[src/rtl/rx_chk_pkg.sv]
`default_nettype none
// ============================================================================
// Module   : rx_chk_pkg
// Brief    : Shared types and constants for the RX per-packet self-check.
// Revision : 1.0 - initial release
// ============================================================================
package rx_chk_pkg;

  localparam int c_OVERHEAD   = 13;
  localparam int c_ADDR_WIDTH = 13;

  typedef enum logic [1:0] {
    IDLE   = 2'd0,
    READ   = 2'd1,
    DRAIN  = 2'd2,
    REPORT = 2'd3
  } chk_state_t;

  // True while a counter of the given width is still below all-ones.
  function automatic logic cnt_can_inc(input logic [63:0] val, input int width);
    logic [63:0] lim;
    lim = (width >= 64) ? '1 : ((64'd1 << width) - 64'd1);
    return (val < lim);
  endfunction

endpackage
`default_nettype wire

[src/rtl/rx_chk_byte_cmp.sv]
`default_nettype none
// ============================================================================
// Module   : rx_chk_byte_cmp
// Brief    : Registered byte compare stage with first-mismatch capture.
// Revision : 1.0 - initial release
// ============================================================================
module rx_chk_byte_cmp #(
  parameter int ADDR_WIDTH = 13
) (
  input  logic                  clk,
  input  logic                  rst_n,
  input  logic                  i_clr,
  input  logic                  i_rd_en,
  input  logic [ADDR_WIDTH-1:0] i_rd_addr,
  input  logic [7:0]            i_rcv_data,
  input  logic                  i_rcv_ctrl,
  input  logic [7:0]            i_exp_data,
  output logic                  o_err,
  output logic [ADDR_WIDTH-1:0] o_first_err_addr,
  output logic [7:0]            o_first_err_exp,
  output logic [7:0]            o_first_err_rcv
);

  logic                  r_vld_d1;
  logic [ADDR_WIDTH-1:0] r_addr_d1;
  logic                  r_err;
  logic [ADDR_WIDTH-1:0] r_fe_addr;
  logic [7:0]            r_fe_exp;
  logic [7:0]            r_fe_rcv;
  logic                  w_mis;

  // Memory data arrives one cycle after the strobe; compare only flagged bytes.
  assign w_mis = r_vld_d1 & i_rcv_ctrl & (i_rcv_data != i_exp_data);

  always_ff @(posedge clk or negedge rst_n) begin
    if (!rst_n) begin
      r_vld_d1  <= 1'b0;
      r_addr_d1 <= '0;
      r_err     <= 1'b0;
      r_fe_addr <= '0;
      r_fe_exp  <= '0;
      r_fe_rcv  <= '0;
    end else begin
      r_vld_d1  <= i_rd_en;
      r_addr_d1 <= i_rd_addr;
      if (i_clr) begin
        r_err <= 1'b0;
      end else if (w_mis) begin
        r_err <= 1'b1;
        if (!r_err) begin
          r_fe_addr <= r_addr_d1;
          r_fe_exp  <= i_exp_data;
          r_fe_rcv  <= i_rcv_data;
        end
      end
    end
  end

  assign o_err            = r_err;
  assign o_first_err_addr = r_fe_addr;
  assign o_first_err_exp  = r_fe_exp;
  assign o_first_err_rcv  = r_fe_rcv;

endmodule
`default_nettype wire

[src/rtl/rx_pkt_check_ctrl.sv]
`default_nettype none
// ============================================================================
// Module   : rx_pkt_check_ctrl
// Brief    : Per-packet RX capture-buffer self-check sequencer and statistics.
// Revision : 1.0 - initial release
// ============================================================================
module rx_pkt_check_ctrl
  import rx_chk_pkg::*;
#(
  parameter int BCNT_WIDTH = 32,
  parameter int ADDR_WIDTH = c_ADDR_WIDTH,
  parameter int OVERHEAD   = c_OVERHEAD,
  parameter int CNT_WIDTH  = 32
) (
  input  logic                  rx_mac_aclk,
  input  logic                  reset_,
  input  logic                  chk_en,
  input  logic                  axis_rd_done_st,
  input  logic [BCNT_WIDTH-1:0] rx_axis_mac_tbcnt,
  output logic                  mem_rd_en,
  output logic [ADDR_WIDTH-1:0] mem_rd_addr,
  input  logic [7:0]            rcv_data,
  input  logic                  rcv_ctrl,
  input  logic [7:0]            exp_data,
  output logic                  chk_busy,
  output logic                  pkt_pass,
  output logic                  pkt_fail,
  output logic [CNT_WIDTH-1:0]  pass_cnt,
  output logic [CNT_WIDTH-1:0]  fail_cnt,
  output logic [ADDR_WIDTH-1:0] first_err_addr,
  output logic [7:0]            first_err_exp,
  output logic [7:0]            first_err_rcv,
  output logic                  len_err,
  output logic                  overrun
);

  localparam int DEPTH = 2 ** ADDR_WIDTH;
  localparam int LW    = BCNT_WIDTH + 1;

  chk_state_t            r_state;
  chk_state_t            w_next;
  logic                  r_done_dly1;
  logic                  w_trig;
  logic                  w_accept;
  logic [LW-1:0]         w_len;
  logic                  w_len_ok;
  logic [ADDR_WIDTH-1:0] r_start;
  logic [ADDR_WIDTH-1:0] r_addr;
  logic [ADDR_WIDTH:0]   r_remaining;
  logic                  r_len_err;
  logic [CNT_WIDTH-1:0]  r_pass_cnt;
  logic [CNT_WIDTH-1:0]  r_fail_cnt;
  logic                  r_overrun;
  logic                  w_err;

  assign w_trig   = axis_rd_done_st & ~r_done_dly1;
  assign w_len    = {1'b0, rx_axis_mac_tbcnt} + LW'(OVERHEAD);
  assign w_len_ok = (w_len <= LW'(DEPTH));
  assign w_accept = w_trig & chk_en & (r_state == IDLE);

  always_ff @(posedge rx_mac_aclk or negedge reset_) begin
    if (!reset_) r_state <= IDLE;
    else         r_state <= w_next;
  end

  always_comb begin
    w_next    = r_state;
    mem_rd_en = 1'b0;
    pkt_pass  = 1'b0;
    pkt_fail  = 1'b0;
    len_err   = 1'b0;
    chk_busy  = (r_state != IDLE);
    case (r_state)
      IDLE: begin
        if (w_accept) begin
          chk_busy = 1'b1;
          w_next   = w_len_ok ? READ : REPORT;
        end
      end
      READ: begin
        mem_rd_en = 1'b1;
        if (r_remaining == (ADDR_WIDTH + 1)'(1)) w_next = DRAIN;
      end
      DRAIN:  w_next = REPORT;
      REPORT: begin
        pkt_pass = ~(w_err | r_len_err);
        pkt_fail = w_err | r_len_err;
        len_err  = r_len_err;
        w_next   = IDLE;
      end
      default: w_next = IDLE;
    endcase
  end

  // The start pointer advances even for oversized packets so the window
  // tracking stays aligned with the capture writer.
  always_ff @(posedge rx_mac_aclk or negedge reset_) begin
    if (!reset_) begin
      r_done_dly1 <= 1'b0;
      r_start     <= '0;
      r_addr      <= '0;
      r_remaining <= '0;
      r_len_err   <= 1'b0;
      r_pass_cnt  <= '0;
      r_fail_cnt  <= '0;
      r_overrun   <= 1'b0;
    end else begin
      r_done_dly1 <= axis_rd_done_st;
      if (w_trig && (r_state != IDLE)) r_overrun <= 1'b1;
      if (w_accept) begin
        r_start     <= r_start + w_len[ADDR_WIDTH-1:0];
        r_addr      <= r_start;
        r_remaining <= w_len[ADDR_WIDTH:0];
        r_len_err   <= ~w_len_ok;
      end else if (r_state == READ) begin
        r_addr      <= r_addr + ADDR_WIDTH'(1);
        r_remaining <= r_remaining - (ADDR_WIDTH + 1)'(1);
      end
      if (r_state == REPORT) begin
        r_len_err <= 1'b0;
        if (pkt_pass && cnt_can_inc(64'(r_pass_cnt), CNT_WIDTH))
          r_pass_cnt <= r_pass_cnt + CNT_WIDTH'(1);
        if (pkt_fail && cnt_can_inc(64'(r_fail_cnt), CNT_WIDTH))
          r_fail_cnt <= r_fail_cnt + CNT_WIDTH'(1);
      end
    end
  end

  rx_chk_byte_cmp #(
    .ADDR_WIDTH (ADDR_WIDTH)
  ) u_byte_cmp (
    .clk              (rx_mac_aclk),
    .rst_n            (reset_),
    .i_clr            (r_state == REPORT),
    .i_rd_en          (mem_rd_en),
    .i_rd_addr        (mem_rd_addr),
    .i_rcv_data       (rcv_data),
    .i_rcv_ctrl       (rcv_ctrl),
    .i_exp_data       (exp_data),
    .o_err            (w_err),
    .o_first_err_addr (first_err_addr),
    .o_first_err_exp  (first_err_exp),
    .o_first_err_rcv  (first_err_rcv)
  );

  assign mem_rd_addr = r_addr;
  assign pass_cnt    = r_pass_cnt;
  assign fail_cnt    = r_fail_cnt;
  assign overrun     = r_overrun;

endmodule
`default_nettype wire

[config.mk]
export PLATFORM = sky130hd
export DESIGN_NAME = rx_pkt_check_ctrl
export DESIGN_NICKNAME = d
export VERILOG_FILES = /design/src/rtl/rx_chk_pkg.sv /design/src/rtl/rx_chk_byte_cmp.sv /design/src/rtl/rx_pkt_check_ctrl.sv
export SDC_FILE = /design/constraint.sdc
export NUM_CORES = 1
export LEC_CHECK = 0
export BUFFER_PORTS_ARGS = -buffer_cell sky130_fd_sc_hd__clkbuf_2
export CAP_MARGIN = 15
export CORE_AREA = 2 2 132 134
export DETAILED_ROUTE_END_ITERATION = 6
export DIE_AREA = 0 0 134 136
export HOLD_SLACK_MARGIN = 0.03
export PLACE_DENSITY = 0.7
export SKIP_LAST_GASP = 1
export SYNTH_ARGS = -nofsm -noshare
export SYNTH_HDL_FRONTEND = slang
export SYNTH_SLANG_ARGS = --single-unit
[constraint.sdc]
create_clock -name rx_mac_aclk -period 2.95 [get_ports rx_mac_aclk]
set_clock_uncertainty 0.05 [all_clocks]
set_input_delay 0.1475 -clock rx_mac_aclk [delete_from_list [all_inputs] [get_ports rx_mac_aclk]]
set_output_delay 0.1475 -clock rx_mac_aclk [all_outputs]
set_load 0.005 [all_outputs]
==> results of run 1 <==
-- kinds of logic (layout without fill, tap and decap cells) --
logic type / Yosys count / in the layout / synth area share
buffers and inverters: 45 / 257 / 0.0240
flip-flops: 153 / 153 / 0.492
AND/OR/NAND/NOR: 279 / 279 / 0.183
multiplexers: 35 / 35 / 0.0502
AO/OA/AOI/OAI: 97 / 97 / 0.0782
adder cells (fa/ha/maj): 24 / 24 / 0.0396
XOR/XNOR: 118 / 118 / 0.133
-- tightest hold or removal path, delay by kind of cell --
| kind | cells | cell delay, ns |
|---|---|---|
| and+or+nand+nor | 3 | 0.18 |
| AOI/OAI and AO/OA | 1 | 0.06 |
| buffers and inverters | 1 | 0.08 |
-- per-stage QoR --
stage | total power [uW] | hold WS [ns] | setup slack, ns
after global placement | 5590 | 0.228 | 0.186
after floorplan | 4720 | -0.198 | 0.357
after global routing | 8250 | 0.0781 | 0.0301
after detailed placement | 5660 | 0.230 | 0.108
final | 7720 | 0.0531 | 0.154
after CTS | 7800 | 0.0419 | 0.168
-- synthesized netlist by cell type, types with 2 or more instances --
cell type  instances  share of area
nor3_1            19          0.012
clkbuf_1          16         0.0077
ha_1              23          0.037
o21ai_0           44          0.028
xor2_1            46          0.052
nor2b_1            5         0.0040
and4_1            13          0.015
mux2_2            32          0.046
nand4_1           23          0.018
nor4_1             8         0.0064
a31oi_1            5         0.0040
and3_1            16          0.013
o41ai_1            3         0.0034
o21a_1             2         0.0019
nand2_1           93          0.045
a211oi_1           5         0.0048
buf_2              2         0.0013
nor4b_1            2         0.0023
xnor2_1           72          0.081
nand3_1           34          0.022
o21bai_1           4         0.0039
nor3b_1            2         0.0019
and2_1             5         0.0040
or3_1              3         0.0024
a21oi_1           14         0.0090
buf_6              2         0.0029
mux2i_1            3         0.0039
or4_1              2         0.0019
dfrtp_1          153           0.49
o31a_1             3         0.0034
inv_1             24          0.012
nor2_1            41          0.020
o22ai_1            3         0.0024
a21o_1             3         0.0029
nand2b_1           3         0.0024
-- state kept, by name, summed over array words and instances, names as in the netlist, 2 cells and up --
name	cells
fail_cnt	32
pass_cnt	32
r_start	13
u_byte_cmp.o_first_err_exp	8
r_remaining	14
mem_rd_addr	13
u_byte_cmp.o_first_err_addr	13
r_state	2
u_byte_cmp.r_addr_d1	13
u_byte_cmp.o_first_err_rcv	8
-- where the power goes --
| part | internal, uW | leakage [uW] | switching [uW] |
|---|---|---|---|
| sequential | 2750 | 0.00196 | 537 |
| combinational | 1180 | 0.00234 | 1180 |
| clock | 1170 | 0.000279 | 905 |
| total | 5100 | 0.00459 | 2620 |
-- layer usage --
metal,wire (um),part of all wire,vias up
li1,-,-,3044
met3,632,0.036,15
met2,8240,0.47,141
met1,8280,0.48,2933
met5,0,0,-
met4,194,0.011,0
-- worst max path at each step --
| stage | start | to | cells after the start |
|---|---|---|---|
| 2_1_floorplan | rx_axis_mac_tbcnt[0] | r_start[12] | 12 |
| 3_3_place_gp | rx_axis_mac_tbcnt[0] | r_start[12] | 11 |
| 3_5_place_dp | rx_axis_mac_tbcnt[0] | r_state[1] | 12 |
| 4_1_cts | r_start[0] | r_start[12] | 10 |
| 5_1_grt | r_start[0] | r_start[12] | 10 |
| 6_report | r_start[0] | r_start[12] | 10 |
-- layout make-up --
cell class / count / area [um^2]
repair buffers: 201 / 1160
inverters: 24 / 90.1
multi-input cells: 553 / 3770
fillers: 1460 / 7170
clock buffers: 20 / 467
well taps: 225 / 282
clock inverters: 12 / 106
flip-flops and latches: 153 / 3830
==> results_dict.tcl, run 1 <==
set metrics [dict create \
    worst_ep_arrival_time_ns 3.05 \
    r2r_start "r_start[0]" \
    ir_worst_vdd_mv 0.439 \
    grt_use_met1 0.266 \
    die_x_um 134 \
    die_area_um2 18200 \
    holdPathEnd "u_byte_cmp.o_err" \
    max_stage_delay_ns 0.43 \
    yosys.cell_types.count 58 \
    grt_util_met3 0.0373 \
    cts_resized 0 \
    path_max_fanout 3 \
    hpwlAfterDp_mm 12.7 \
    ios 165 \
    diodes 0 \
    routed-via-count 6133 \
    critPathTopFamily "compound AO/OA/AOI/OAI gates" \
    synthArstFlopShare 1.00 \
    r2r_cells 10 \
    cts_buffer_depth 2 \
    top_usage_layer "met2" \
    grt_use_total 0.196 \
    ant_nets 0 \
    slew-limit-headroom 0.456 \
    holdPathStages 5 \
    layout_common_cells "clkbuf_2 (163), dfrtp_1 (153), nand2_1 (93), xnor2_1 (72), xor2_1 (46)" \
    ys_ff_latch 153 \
    finalHoldViolCount 0 \
    power.leakage_uw 0.00459 \
    clock-root-buffer "clkbuf_16" \
    grt_use_met2 0.317 \
    syn_nets 828 \
    r2r_setup_slack_ns 0.15 \
    drive_gt1_frac 0.267 \
    synth_seq_area_share 0.492 \
    fin_crit_sh 0.948 \
    numCtsBuffers 17 \
    worst_pin_slew_ns 0.816 \
    postCtsSetupBuffers 0 \
    start_util 0.461 \
    dpl-instance-area_um2 8940 \
    clk_pin_slew_ns 0.07 \
    synthesis.area_um2 7780 \
    min_path_type "input pin to register" \
    max_cap_viol_count 0 \
    dr.first_iter.drc_count 308 \
    final_nets 1027 \
    grt_pass1_vias 5738 \
    path_cells "ha_1 > fa_1 > a211oi_1 > o21bai_1 > a31oi_1 > o21ai_0 > o41ai_1 > xnor2_1 > nor2_1 > xor2_1" \
    antenna_found_initial 0 \
    setup_viol 0 \
    h-tree-depth 4 \
    status "finished clean" \
    synth-main-ff-cell "dfrtp_1" \
    core_um2 16900 \
    hold_start "rcv_ctrl" \
    gr-total-overflow 0 \
    r2r-end "r_start[12]" \
    clock-sinks 153 \
    drt_first_pass_iters 4 \
    utilization 0.575 \
    final_common_cell "clkbuf_2" \
    die_h_um 136 \
    yosysWarnings 0 \
    avgSynthCellArea_um2 10.4 \
    power.density_nw_per_um2 796 \
    grt_max_degree 90 \
    synth_edf_count 0 \
    tns_ns 0 \
    dp_cells 1137 \
    place_congestion 0.859 \
    netlist_instances 751 \
    end_kind "register" \
    wl_per_cell_um 14.6 \
    stdcell_count 1188 \
    port-buffer-count 164 \
    num_rows 48 \
    rsz0062_at_grt "no" \
    min_period_ns 2.80 \
    crit_type "register to register" \
    drv_slew 0 \
    hold_buffers 19 \
    grt_pass1_wl_mm 28.6 \
    required_ns 3.20 \
    vias_per_cell 5.16 \
    areaGrowthSynthToFinish_pct 24.8 \
    max_freq_mhz 358 \
    cp-start-kind "register" \
    insertion_delay_ns 0.42 \
    cts_tree "done" \
    post-route-cell-area_um2 9700 \
    critPathBufInv 0 \
    critPathSlowestCell "fa_1" \
    drc 0 \
    routed_wl_mm 17.3 \
]
Power figures use the tool's default switching activity.
==> run 2: changes to the inputs <==
CELL_PAD_IN_SITES_DETAIL_PLACEMENT = 1   (was not set)
CELL_PAD_IN_SITES_GLOBAL_PLACEMENT = 1   (was not set)
CORE_AREA = 2 2 140 142   (was 2 2 132 134)
DIE_AREA = 0 0 142 144   (was 0 0 134 136)
PLACE_DENSITY = not set   (was 0.7)
PLACE_DENSITY_LB_ADDON = 0.1   (was not set)
SETUP_SLACK_MARGIN = 0.4   (was not set)
==> run 2 against run 1 <==
Net effect: non-clock buffer count rose by 8; design area is 2.2% higher; core utilization down 5.5 points; global-route usage up 1.5 points; largest power group unchanged.
==> results_dict.tcl, run 2 (synthesized netlist as in run 1, its figures left out) <==
set metrics [dict create \
    path_max_fanout 2 \
    ant_nets 0 \
    cts_buffer_depth 2 \
    numCtsBuffers 17 \
    max_cap_viol_count 0 \
    setup_viol 0 \
    power.leakage_uw 0.00466 \
    drive_gt1_frac 0.297 \
    p_int_uw 5210 \
    finalHoldViolCount 0 \
    stdcell_count 1209 \
    ios 165 \
    r2r-end "r_start[12]" \
    start_util 0.408 \
    routed_wl_mm 21.0 \
    wl_per_cell_um 17.4 \
    tns_ns 0 \
    areaGrowthSynthToFinish_pct 27.5 \
    core_um2 19100 \
    swShare 0.347 \
    clk_pin_slew_ns 0.06 \
    place_congestion 0.916 \
    insertion_delay_ns 0.43 \
    drt_first_pass_iters 4 \
    r2r_start "r_start[0]" \
    grt_use_total 0.211 \
    die_area_um2 20400 \
    fillers 2158 \
    drv_slew 0 \
    critical_path.startpoint "r_start[0]" \
    power.density_nw_per_um2 805 \
    grt_pass1_vias 6667 \
    clock-sinks 153 \
    ir_worst_vdd_mv 0.487 \
    end_kind "register" \
    dp_cells 1148 \
    die_x_um 142 \
    num_rows 51 \
    routed-via-count 6353 \
    r2r_setup_slack_ns 0.41 \
    final_nets 1035 \
    rsz0062_at_grt "yes" \
    dr.first_iter.drc_count 200 \
    status "finished clean" \
    r2r_cells 10 \
    antenna_found_initial 0 \
    p_comb_frac 0.322 \
    worst_ep_arrival_time_ns 2.80 \
    holdPathStages 4 \
    final_common_cell "clkbuf_2" \
    grt_pass1_wl_mm 34.2 \
    layout_setup_ws_ns 0.406 \
    vias_per_cell 5.25 \
    cp-endpoint "r_start[12]" \
    port-buffer-count 164 \
    p_clk_frac 0.259 \
    required_ns 3.20 \
    layout_common_cells "clkbuf_2 (163), dfrtp_1 (151), nand2_1 (93), xnor2_1 (72), xor2_1 (46)" \
    slew-limit-headroom 0.471 \
    die_h_um 144 \
    switchingPower_uw 2770 \
    cp-start-kind "register" \
    worst_pin_slew_ns 0.794 \
    fin_crit_sh 0.862 \
    max_freq_mhz 393 \
    utilization 0.520 \
    post-place-ws_ns 0.0166 \
    hpwlAfterDp_mm 15.2 \
    clock-root-buffer "clkbuf_16" \
    cts_tree "done" \
    hold_slack_ns 0.125 \
    gr-total-overflow 0 \
    drc 0 \
    diodes 0 \
    min_period_ns 2.54 \
    crit_type "register to register" \
    min_path_type "input pin to register" \
    h-tree-depth 4 \
    grt_max_degree 83 \
    pwr-share-seq 0.419 \
]
-- run 2: critical path, stage by stage (launching register included) --
cell and delay, ns:
dfrtp_1 0.41, ha_4 0.18, fa_2 0.36, a211oi_2 0.26, o21bai_1 0.12, a31oi_1 0.23
o21ai_1 0.12, o41ai_2 0.32, xnor2_1 0.15, nor2_1 0.06, xor2_1 0.17
-- run 2: timing repair --
item                       4_1_cts  5_1_grt
setup buffers                    0        9
hold endpoints to repair       101        0
pin swaps                        0       12
cloned                           0        0
hold buffers                    20        0
setup endpoints to repair       25       34
gates resized for setup          8       27
-- run 2: worst min path at each step --
stage / start / to / slack [ns]
2_1_floorplan: reset_ / fail_cnt[0] / -0.20
3_3_place_gp: reset_ / u_byte_cmp.o_first_err_rcv[2] / 0.18
3_5_place_dp: reset_ / fail_cnt[12] / 0.21
4_1_cts: rx_axis_mac_tbcnt[9] / r_remaining[9] / 0.12
5_1_grt: rx_axis_mac_tbcnt[9] / r_remaining[9] / 0.14
6_report: rx_axis_mac_tbcnt[9] / r_remaining[9] / 0.12
-- run 2: layout make-up --
cell class / count / area, um^2 / area share
tap: 238 / 298 / 0.0300
timing repair buffer: 209 / 1230 / 0.124
inverter: 24 / 90.1 / 0.00909
clock inverter: 12 / 118 / 0.0119
clock buffer: 20 / 437 / 0.0440
sequential: 153 / 3830 / 0.386
multi-input combinational: 553 / 3910 / 0.395
-- run 2: layer usage --
layer | global-route usage | share of wire | vias to the layer above
met5 | 0 | 0 | -
met3 | 0.0341 | 0.028 | 28
met4 | 0.0589 | 0.015 | 0
li1 | - | - | 3035
met1 | 0.273 | 0.44 | 3183
met2 | 0.366 | 0.52 | 107
-- run 2: stage by stage --
step | power, uW | instance area (um^2)
after CTS | 7970 | 9740
after global routing | 8540 | 9910
after detailed placement | 5800 | 8950
after floorplan | 4720 | 7780
after global placement | 5630 | 8950
final | 7980 | 9910
-- run 2: power by group through the flow --
stage,clock [uW],combinational (uW),sequential [uW]
2_1_floorplan,0,1490,3230
3_3_place_gp,0,2320,3320
3_5_place_dp,0,2420,3380
4_1_cts,2130,2500,3350
5_1_grt,2210,2880,3450
6_report,2060,2570,3350
==> run 3: changes to the inputs <==
CORE_AREA = 2 2 147 149   (was 2 2 140 142)
DIE_AREA = 0 0 149 151   (was 0 0 142 144)
clock period = 2.1 ns   (was 2.95 ns; I/O delays follow)
==> run 3 against run 2 <==
Net effect: the flow now finishes with violations (setup timing); design area is 32% higher; fmax rose by 0.13%; worst hold slack improved by 0.022 ns; via count grew 17%; combinational power is 150% higher.
==> results_dict.tcl, run 3 (synthesized netlist as in run 1, its figures left out) <==
set metrics [dict create \
    path_max_fanout 2 \
    status "finished, violations left" \
    worst_pin_slew_ns 0.530 \
    hold_slack_ns 0.147 \
    finalHoldViolCount 0 \
    die_h_um 151 \
    layout_common_cells "buf_4 (196), clkbuf_2 (160), dfrtp_1 (151), nand2_1 (68), xnor2_1 (48)" \
    routed-via-count 7447 \
    crit_type "register to register" \
    ios 165 \
    ir_worst_vdd_mv 0.773 \
    final_nets 1260 \
    end_kind "register" \
    die_area_um2 22500 \
    wl_per_cell_um 19.4 \
    cp-start-kind "register" \
    fillers 2241 \
    r2r_setup_slack_ns -0.44 \
    ant_nets 0 \
    antenna_found_initial 0 \
    worst_ep_arrival_time_ns 2.80 \
    setup_viol 23 \
    vias_per_cell 5.06 \
    clk_pin_slew_ns 0.08 \
    layout_setup_ws_ns -0.440 \
    areaGrowthSynthToFinish_pct 68.3 \
    drc 0 \
    die_x_um 149 \
    core_um2 20800 \
    slew-limit-headroom 0.647 \
    r2r_start "r_start[0]" \
    drv_slew 0 \
    min_period_ns 2.54 \
    place_congestion 0.840 \
    cts_tree "done" \
    h-tree-depth 4 \
    port-buffer-count 164 \
    hpwlAfterDp_mm 17.5 \
    start_util 0.374 \
    grt_pass1_vias 7818 \
    power.leakage_uw 0.00657 \
    utilization 0.629 \
    grt_pass1_wl_mm 39.5 \
    rsz0062_at_grt "yes" \
    grt_max_degree 61 \
    r2r-end "r_start[12]" \
    dpl-instance-area_um2 10400 \
    diodes 0 \
    grt_use_total 0.221 \
    drt_first_pass_iters 4 \
    gr-total-overflow 0 \
    num_rows 53 \
    drive_gt1_frac 0.543 \
    r2r_cells 10 \
    violations "setup timing" \
    clock-sinks 153 \
    dr.first_iter.drc_count 197 \
    post-route-cell-area_um2 13100 \
    min_path_type "input pin to async pin" \
    required_ns 2.36 \
    clock-root-buffer "clkbuf_16" \
    insertion_delay_ns 0.43 \
    routed_wl_mm 28.5 \
    max_cap_viol_count 0 \
    fin_crit_sh 1.21 \
    cts_buffer_depth 2 \
    final_common_cell "buf_4" \
    power.density_nw_per_um2 1080 \
    max_freq_mhz 394 \
    numCtsBuffers 17 \
]
==> run 3: changes by cell type in the layout (fill, tap and decap cells not counted), moves of 18 or more <==
| cell | previous run | this run |
|---|---|---|
| xnor2_1 | 72 | 48 |
| o21ai_1 | 1 | 22 |
| o21ai_0 | 43 | 17 |
| nand2_1 | 93 | 68 |
| nand2_4 | 1 | 20 |
| nand3_1 | 34 | 16 |
| buf_4 | 24 | 196 |
| xnor2_2 | 0 | 24 |
| buf_6 | 1 | 38 |
==> run 3: per-stage QoR <==
step	instances	power (uW)	worst slack, ns	setup TNS [ns]
floorplan	751	6830	-0.224	-2.59
global placement	1325	8770	-0.510	-2.68
detailed placement	1325	9050	-0.582	-3.33
CTS	1414	12700	-0.413	-2.01
global route	1471	14900	-0.529	-5.99
finish	1471	14100	-0.440	-2.69
==> run 3: metal layers <==
layer  vias up  track usage  share of wire
met5         -            0              0
met3        48       0.0304          0.030
met2       154        0.410           0.55
met1      3761        0.268           0.40
met4         0       0.0595          0.024
li1       3484            -              -
==> run 3: report_power, final <==
part	internal [uW]	leakage, uW	total, uW	switching, uW
clock network	1610	0.000289	3090	1480
registers	3870	0.00196	4670	808
logic	3400	0.00432	6320	2920
total	8880	0.00657	14100	5210
==> run 3: layout make-up <==
cell class,count,area [um^2],area share
Multi-Input combinational cell,554,4940,0.377
Clock inverter,15,173,0.0132
Timing Repair Buffer,433,3280,0.251
Sequential cell,153,3830,0.293
Inverter,24,100,0.00764
Tap cell,275,344,0.0263
Clock buffer,17,425,0.0325
==> run 3: worst max-delay path by stage <==
stage,from,endpoint,slack [ns]
floorplan,fail_cnt[19],fail_cnt[21],-0.22
global placement,rx_axis_mac_tbcnt[0],r_start[12],-0.51
detailed placement,rx_axis_mac_tbcnt[0],r_start[12],-0.58
CTS,r_start[0],r_start[12],-0.41
global route,r_start[0],r_start[12],-0.53
finish,r_start[0],r_start[12],-0.44
==> run 3: critical path, stage by stage, from the launching register on <==
cell and delay (ns):
dfrtp_1 0.39, ha_2 0.19, fa_2 0.37, a211oi_4 0.25, o21bai_1 0.12, a31oi_1 0.23
o21ai_1 0.13, o41ai_2 0.28, xnor2_1 0.19, nor2_1 0.08, xor2_1 0.14
==> run 3: what timing repair did <==
item / CTS / global route
resized for setup: 110 / 155
pin swaps: 106 / 85
buffers inserted: 37 / 50
cloned: 1 / 6
hold buffers: 19 / 1
endpoints found under the hold margin: 79 / 1
setup endpoints to repair: 91 / 129
